$ cat src/rtl/pipeline_stall_control.sv
// Pipeline stall/flush arbitration for the 5-stage rv32i core: freezes on cache waits,
// holds early cache responses, and keeps saturating performance counters.
module pipeline_stall_control #(
    parameter int CNT_WIDTH = 32
) (
    input  logic                 clk,
    input  logic                 rst_n,
    input  logic                 stall_pipeline,
    input  logic                 br_flush,
    input  logic                 icache_read,
    input  logic                 icache_resp,
    input  logic [31:0]          icache_rdata,
    input  logic                 dcache_read,
    input  logic                 dcache_write,
    input  logic                 dcache_resp,
    input  logic [31:0]          dcache_rdata,
    output logic                 icache_read_o,
    output logic                 dcache_read_o,
    output logic                 dcache_write_o,
    output logic [31:0]          instr_out,
    output logic [31:0]          mem_rdata_out,
    output logic                 load_pc,
    output logic                 load_if_id,
    output logic                 load_id_ex,
    output logic                 load_ex_mem,
    output logic                 load_mem_wb,
    output logic                 flush_if_id,
    output logic                 bubble_id_ex,
    output logic [CNT_WIDTH-1:0] mem_stall_cnt,
    output logic [CNT_WIDTH-1:0] load_use_cnt,
    output logic [CNT_WIDTH-1:0] flush_cnt
);

    localparam logic [CNT_WIDTH-1:0] CNT_MAX = '1;
    localparam logic [CNT_WIDTH-1:0] CNT_ONE = {{(CNT_WIDTH-1){1'b0}}, 1'b1};

    logic                 i_done_q, i_done_d;
    logic                 d_done_q, d_done_d;
    logic [31:0]          i_hold_q, i_hold_d;
    logic [31:0]          d_hold_q, d_hold_d;
    logic [CNT_WIDTH-1:0] mem_stall_cnt_q, mem_stall_cnt_d;
    logic [CNT_WIDTH-1:0] load_use_cnt_q, load_use_cnt_d;
    logic [CNT_WIDTH-1:0] flush_cnt_q, flush_cnt_d;

    logic dmem_req, i_wait, d_wait, mem_stall;
    logic case_stall, case_flush, case_load_use;

    assign dmem_req  = dcache_read | dcache_write;
    assign i_wait    = icache_read & ~i_done_q & ~icache_resp;
    assign d_wait    = dmem_req & ~d_done_q & ~dcache_resp;
    assign mem_stall = i_wait | d_wait;

    assign case_stall    = rst_n & mem_stall;
    assign case_flush    = rst_n & ~mem_stall & br_flush;
    assign case_load_use = rst_n & ~mem_stall & ~br_flush & stall_pipeline;

    assign icache_read_o  = rst_n & icache_read & ~i_done_q;
    assign dcache_read_o  = rst_n & dcache_read & ~d_done_q;
    assign dcache_write_o = rst_n & dcache_write & ~d_done_q;

    assign instr_out     = i_done_q ? i_hold_q : icache_rdata;
    assign mem_rdata_out = d_done_q ? d_hold_q : dcache_rdata;

    // A cache freeze outranks a branch flush: the flush request stays asserted and is honoured once unfrozen.
    always_comb begin
        load_pc      = 1'b0;
        load_if_id   = 1'b0;
        load_id_ex   = 1'b0;
        load_ex_mem  = 1'b0;
        load_mem_wb  = 1'b0;
        flush_if_id  = 1'b0;
        bubble_id_ex = 1'b0;
        if (rst_n && !mem_stall) begin
            load_id_ex  = 1'b1;
            load_ex_mem = 1'b1;
            load_mem_wb = 1'b1;
            if (br_flush) begin
                load_pc      = 1'b1;
                load_if_id   = 1'b1;
                flush_if_id  = 1'b1;
                bubble_id_ex = 1'b1;
            end else if (stall_pipeline) begin
                bubble_id_ex = 1'b1;
            end else begin
                load_pc    = 1'b1;
                load_if_id = 1'b1;
            end
        end
    end

    always_comb begin
        i_done_d = i_done_q;
        d_done_d = d_done_q;
        i_hold_d = i_hold_q;
        d_hold_d = d_hold_q;
        if (!mem_stall) begin
            i_done_d = 1'b0;
            d_done_d = 1'b0;
        end else begin
            if (icache_resp) begin
                i_done_d = 1'b1;
                i_hold_d = icache_rdata;
            end
            if (dcache_resp) begin
                d_done_d = 1'b1;
                d_hold_d = dcache_rdata;
            end
        end
    end

    always_comb begin
        mem_stall_cnt_d = mem_stall_cnt_q;
        load_use_cnt_d  = load_use_cnt_q;
        flush_cnt_d     = flush_cnt_q;
        if (case_stall && mem_stall_cnt_q != CNT_MAX)
            mem_stall_cnt_d = mem_stall_cnt_q + CNT_ONE;
        if (case_flush && flush_cnt_q != CNT_MAX)
            flush_cnt_d = flush_cnt_q + CNT_ONE;
        if (case_load_use && load_use_cnt_q != CNT_MAX)
            load_use_cnt_d = load_use_cnt_q + CNT_ONE;
    end

    always_ff @(posedge clk or negedge rst_n) begin
        if (!rst_n) begin
            i_done_q        <= 1'b0;
            d_done_q        <= 1'b0;
            i_hold_q        <= 32'h0;
            d_hold_q        <= 32'h0;
            mem_stall_cnt_q <= '0;
            load_use_cnt_q  <= '0;
            flush_cnt_q     <= '0;
        end else begin
            i_done_q        <= i_done_d;
            d_done_q        <= d_done_d;
            i_hold_q        <= i_hold_d;
            d_hold_q        <= d_hold_d;
            mem_stall_cnt_q <= mem_stall_cnt_d;
            load_use_cnt_q  <= load_use_cnt_d;
            flush_cnt_q     <= flush_cnt_d;
        end
    end

    assign mem_stall_cnt = mem_stall_cnt_q;
    assign load_use_cnt  = load_use_cnt_q;
    assign flush_cnt     = flush_cnt_q;

endmodule

$ cat config.mk
export PLATFORM = sky130hd
export DESIGN_NAME = pipeline_stall_control
export DESIGN_NICKNAME = d
export VERILOG_FILES = /design/src/rtl/pipeline_stall_control.sv
export SDC_FILE = /design/constraint.sdc
export NUM_CORES = 1
export LEC_CHECK = 0
export BUFFER_PORTS_ARGS = -buffer_cell sky130_fd_sc_hd__buf_2
export CORE_UTILIZATION = 52
export DETAILED_ROUTE_END_ITERATION = 7
export HOLD_SLACK_MARGIN = 0.03
export PLACE_DENSITY = 0.8
export SLEW_MARGIN = 20
export SYNTH_ARGS = -nofsm -noshare
export SYNTH_HDL_FRONTEND = slang
export SYNTH_SLANG_ARGS = --single-unit
$ cat constraint.sdc
create_clock -name clk -period 2.31 [get_ports clk]
set_input_delay 0.3465 -clock clk [delete_from_list [all_inputs] [get_ports clk]]
set_output_delay 0.3465 -clock clk [all_outputs]
set_load 0.05 [all_outputs]
==> metrics list <==
- For the final database, setup skew stands at 7.55 ps.
* WL met1: 8620 um
* Via count of the first global-routing pass: 5857
- Total via count after detailed routing: 6245
- Routed length on met3: 995 um
* Die width: 127 um
* Number of buffers inserted during clock tree synthesis: 17
* Run status: completed
- Placed Instances: 1097
- Once routing completed, OpenROAD measured the worst setup slack at 64.4 ps.
* Critical Path Max Stage Delay: 390 ps
- The Yosys step of the flow raised 0 warnings.
- Register clock-pin slew on the reported worst setup and hold paths: 60 ps
* Setup Crit Path Kind: flip-flop to output pin
- Hold Path Class: input pin to async pin
* Top cell type by total area after synthesis: sky130_fd_sc_hd__dfrtp_1
- Clock latency on the worst-skew pair, taken at its later pin, is 420 ps.
* Category of the worst setup path launch point: flip-flop
- Final non-filler cell area: 10300 um2
- Proportion of synthesized chip area in sequential cells: 0.500
- Number of enable-type register cells in the synthesized netlist: 0
- Synthesis produced 674 cells.
* Ant. Diodes: 0
* Slew Viols, Final: 0
- The multi-input combinational cells in the finished layout cover a total of 3880 um2.
* Total Negative Setup Slacks: 0 ps
- Final antenna-violating net count: 0
- STA puts the critical path data arrival time at 1900 ps.
- Count of input and output buffers: 242
- Worst Path Required: 1960 ps
- Filler cell count: 1166
- Register area: 4050 um2
* Top-level port count: 243
- In this run the cell area of the synthesized design comes to 8120 um2.
- At the placement stage, the worst setup path has a slack of 123 ps.
- The placed instances occupy a cell area of 9590 um2.
- RSZ-0062 raised after global routing: no
- Sum of overflow across all layers after global routing: 0
* Final setup viols: 0
- In this design, the critical path's most frequently occurring cell is sky130_fd_sc_hd__buf_4.
- Number of max-cap violations: 0
- Once layout is complete, the cells apart from fillers number 1133.
* Area enclosed by the die boundary: 16100 um2
- Cell types with the highest counts after synthesis: 162 x sky130_fd_sc_hd__dfrtp_1, 129 x sky130_fd_sc_hd__mux2_2, 52 x sky130_fd_sc_hd__xnor2_1, 45 x sky130_fd_sc_hd__nand4_1, 37 x sky130_fd_sc_hd__xor2_1
- Counting every sink on the clock net gives 162.
- The critical path contains buffers and inverters numbering 3 combined.
- The pre-antenna-repair detailed-routing pass consisted of 4 iterations.
- Final core area utilization: 0.678
* Flip-flop cell with the highest count after synthesis: sky130_fd_sc_hd__dfrtp_1
* Layout overhead on the synthesized area: 27.0%
* Total length of routed wires: 19200 um
* Core area: 15200 um2
- The routed design could run at a clock period as short as 2250 ps.
- Worst slew margin: 0.437
* Maximum VDD drop: 0.000527 V
* GR Util All Layers: 0.239
- Remaining DRCs: 0
- Routability-driven placement finished with a final weighted congestion of 0.824.
- CTS H-tree depth: 4
- Area fraction of the dominant cell type after synthesis: 0.500
- Detailed router's first-iteration violation count: 266
- Number of core rows: 45
- Die Ht: 127 um
- Pin count of the biggest net entering global routing: 83
- The net count of the finished layout is 1010.
* Global-route wire length before repair: 29900 um
- Number of antenna violations at the first check in global routing: 0
- By instance count, the leading cell after synthesis is sky130_fd_sc_hd__dfrtp_1.
- In this run the mean area of a mapped cell was 12.0 um2.
- Wire segments on met2 add up to 9310 um in the final route.
- The highest metal layer carrying signal wires in the routed design is met4.
* Post-synth cell types: 56
- Synth async-reset ratio: 1.00
* Worst path cell trace: buf_4 -> buf_4 -> mux2_2 -> buf_2
- PD cells: 846 nW/um2
- Buffer depth of the longest clock path: 2
- Share of cells above drive strength 1: 0.477
- Kind of end point of the critical path: output pin
- Largest delay share family, worst path: buffers and inverters
- The final-report hold violation count is 0.
- The cell sitting at the root of the clock tree is a sky130_fd_sc_hd__clkbuf_16.
- In this run the static leakage power is 5.05 nW.
- Synthesized net count: 750
- Derived from the worst setup path, the maximum achievable clock frequency is 445 MHz.
- Dominant cells by area after synthesis: sky130_fd_sc_hd__dfrtp_1 50%, sky130_fd_sc_hd__mux2_2 18%, sky130_fd_sc_hd__xnor2_1 5.6%
- Period utilization: 0.972
- CTS tree: built
* Transition time at the pin with the least slew margin: 845 ps
- On the critical path, the stage with the largest delay is an instance of sky130_fd_sc_hd__mux2_2.
- After legalization and detailed placement, the total HPWL measured 13600 um.
* Routed vias/inst: 5.51
- The initial utilization of the core area, before any placement, comes to 0.534.
- Biggest fanout along the worst timing path: 28
- Routed WL per cell: 16.9 um
- Count of state elements after synthesis: 162
[path summary, 6_finish.rpt]
path	endpoint	slack [ps]	cells past startpoint	from
min in group clk	d_hold_q[13]	170	2	dcache_rdata[13]
max reg2reg	flush_cnt[1]	220	5	flush_cnt[17]
max in group asynchronous	flush_cnt[9]	590	4	rst_n
max	mem_rdata_out[0]	60	4	d_done_q
min reg2reg	i_hold_q[27]	500	1	i_hold_q[27]
min	flush_cnt[12]	160	2	rst_n
[worst reg2reg max path, cell delays in order (launching register included)]
cell	delay, ps
sky130_fd_sc_hd__dfrtp_1	460
sky130_fd_sc_hd__nand3_2	200
sky130_fd_sc_hd__or4_4	600
sky130_fd_sc_hd__nand3b_4	250
sky130_fd_sc_hd__nand2_1	150
sky130_fd_sc_hd__mux2_2	330
[state kept, by name (all words and copies together) (netlist names)]
signal	count
mem_stall_cnt	32
flush_cnt	32
load_use_cnt	32
i_hold_q	32
d_done_q	1
i_done_q	1
d_hold_q	32
[metal layers]
metal / track usage / up-vias
met5: 0 / -
met4: 0.0784 / 0
met3: 0.0489 / 24
met2: 0.396 / 196
met1: 0.314 / 3075
li1: - / 2950
[cells by family (layout without fill, tap and decap cells)]
kind of cell,count (synthesis),in the layout,share of synthesized area
adders and majority gates,3,3,0.00463
muxes,132,132,0.184
DFF,162,162,0.500
buffers and inverters,37,308,0.0242
xor gates and xnor gates,89,89,0.0961
and+or+nand+nor,237,237,0.175
AOI/OAI and AO/OA,14,14,0.0165
[cell usage in the layout, fill, tap and decap left out, types with 2 or more instances in the layout]
cell type / n
sky130_fd_sc_hd__buf_2: 241
sky130_fd_sc_hd__nor4_4: 3
sky130_fd_sc_hd__nand4_4: 2
sky130_fd_sc_hd__and3b_1: 3
sky130_fd_sc_hd__dfrtp_1: 162
sky130_fd_sc_hd__and4_1: 11
sky130_fd_sc_hd__or2_2: 2
sky130_fd_sc_hd__nor2_1: 27
sky130_fd_sc_hd__xnor2_1: 52
sky130_fd_sc_hd__o21a_1: 2
sky130_fd_sc_hd__clkinvlp_4: 2
sky130_fd_sc_hd__nor4_1: 4
sky130_fd_sc_hd__o2111ai_2: 2
sky130_fd_sc_hd__buf_12: 2
sky130_fd_sc_hd__nand4_1: 45
sky130_fd_sc_hd__mux2_1: 2
sky130_fd_sc_hd__bufinv_16: 5
sky130_fd_sc_hd__buf_4: 22
sky130_fd_sc_hd__mux2_2: 129
sky130_fd_sc_hd__clkbuf_16: 17
sky130_fd_sc_hd__and2_1: 8
sky130_fd_sc_hd__and3_1: 15
sky130_fd_sc_hd__clkinv_2: 2
sky130_fd_sc_hd__ha_1: 3
sky130_fd_sc_hd__dlygate4sd3_1: 3
sky130_fd_sc_hd__or3_1: 4
sky130_fd_sc_hd__nor2_2: 2
sky130_fd_sc_hd__inv_1: 8
sky130_fd_sc_hd__nand2_1: 34
sky130_fd_sc_hd__nor3_1: 28
sky130_fd_sc_hd__xor2_1: 37
sky130_fd_sc_hd__clkbuf_1: 2
sky130_fd_sc_hd__nand3_1: 33
[where the power goes]
group	switching (W)	internal (W)	leakage, nW
Clock	0.00111	0.00193	0.302
Sequential	0.000300	0.00321	2.08
Combinational	0.00145	0.000709	2.67
Total	0.00286	0.00586	5.05
[area by class of cell]
| cell class | instances | area share |
|---|---|---|
| clock buffer | 20 | 0.0433 |
| clock inverter | 10 | 0.0178 |
| sequential | 162 | 0.393 |
| tap | 188 | 0.0228 |
| inverter | 8 | 0.00291 |
| multi-input combinational | 475 | 0.376 |
| timing repair buffer | 270 | 0.144 |
[through the flow]
stage / hold WS (ps) / power (W)
CTS: 9.81 / 0.00878
floorplan: 50.9 / 0.00515
global route: 157 / 0.00907
finish: 159 / 0.00872
detailed placement: 371 / 0.00571
global placement: 370 / 0.00566
[timing repair]
action,CTS,global route
endpoints found under the hold margin,94,12
pin swaps,0,1
cloned,0,0
hold buffers,1,3
endpoints found under the setup margin,1,1
gates resized for setup,2,0
setup buffers,0,2
Note: power is estimated with default switching activity, not from simulation.
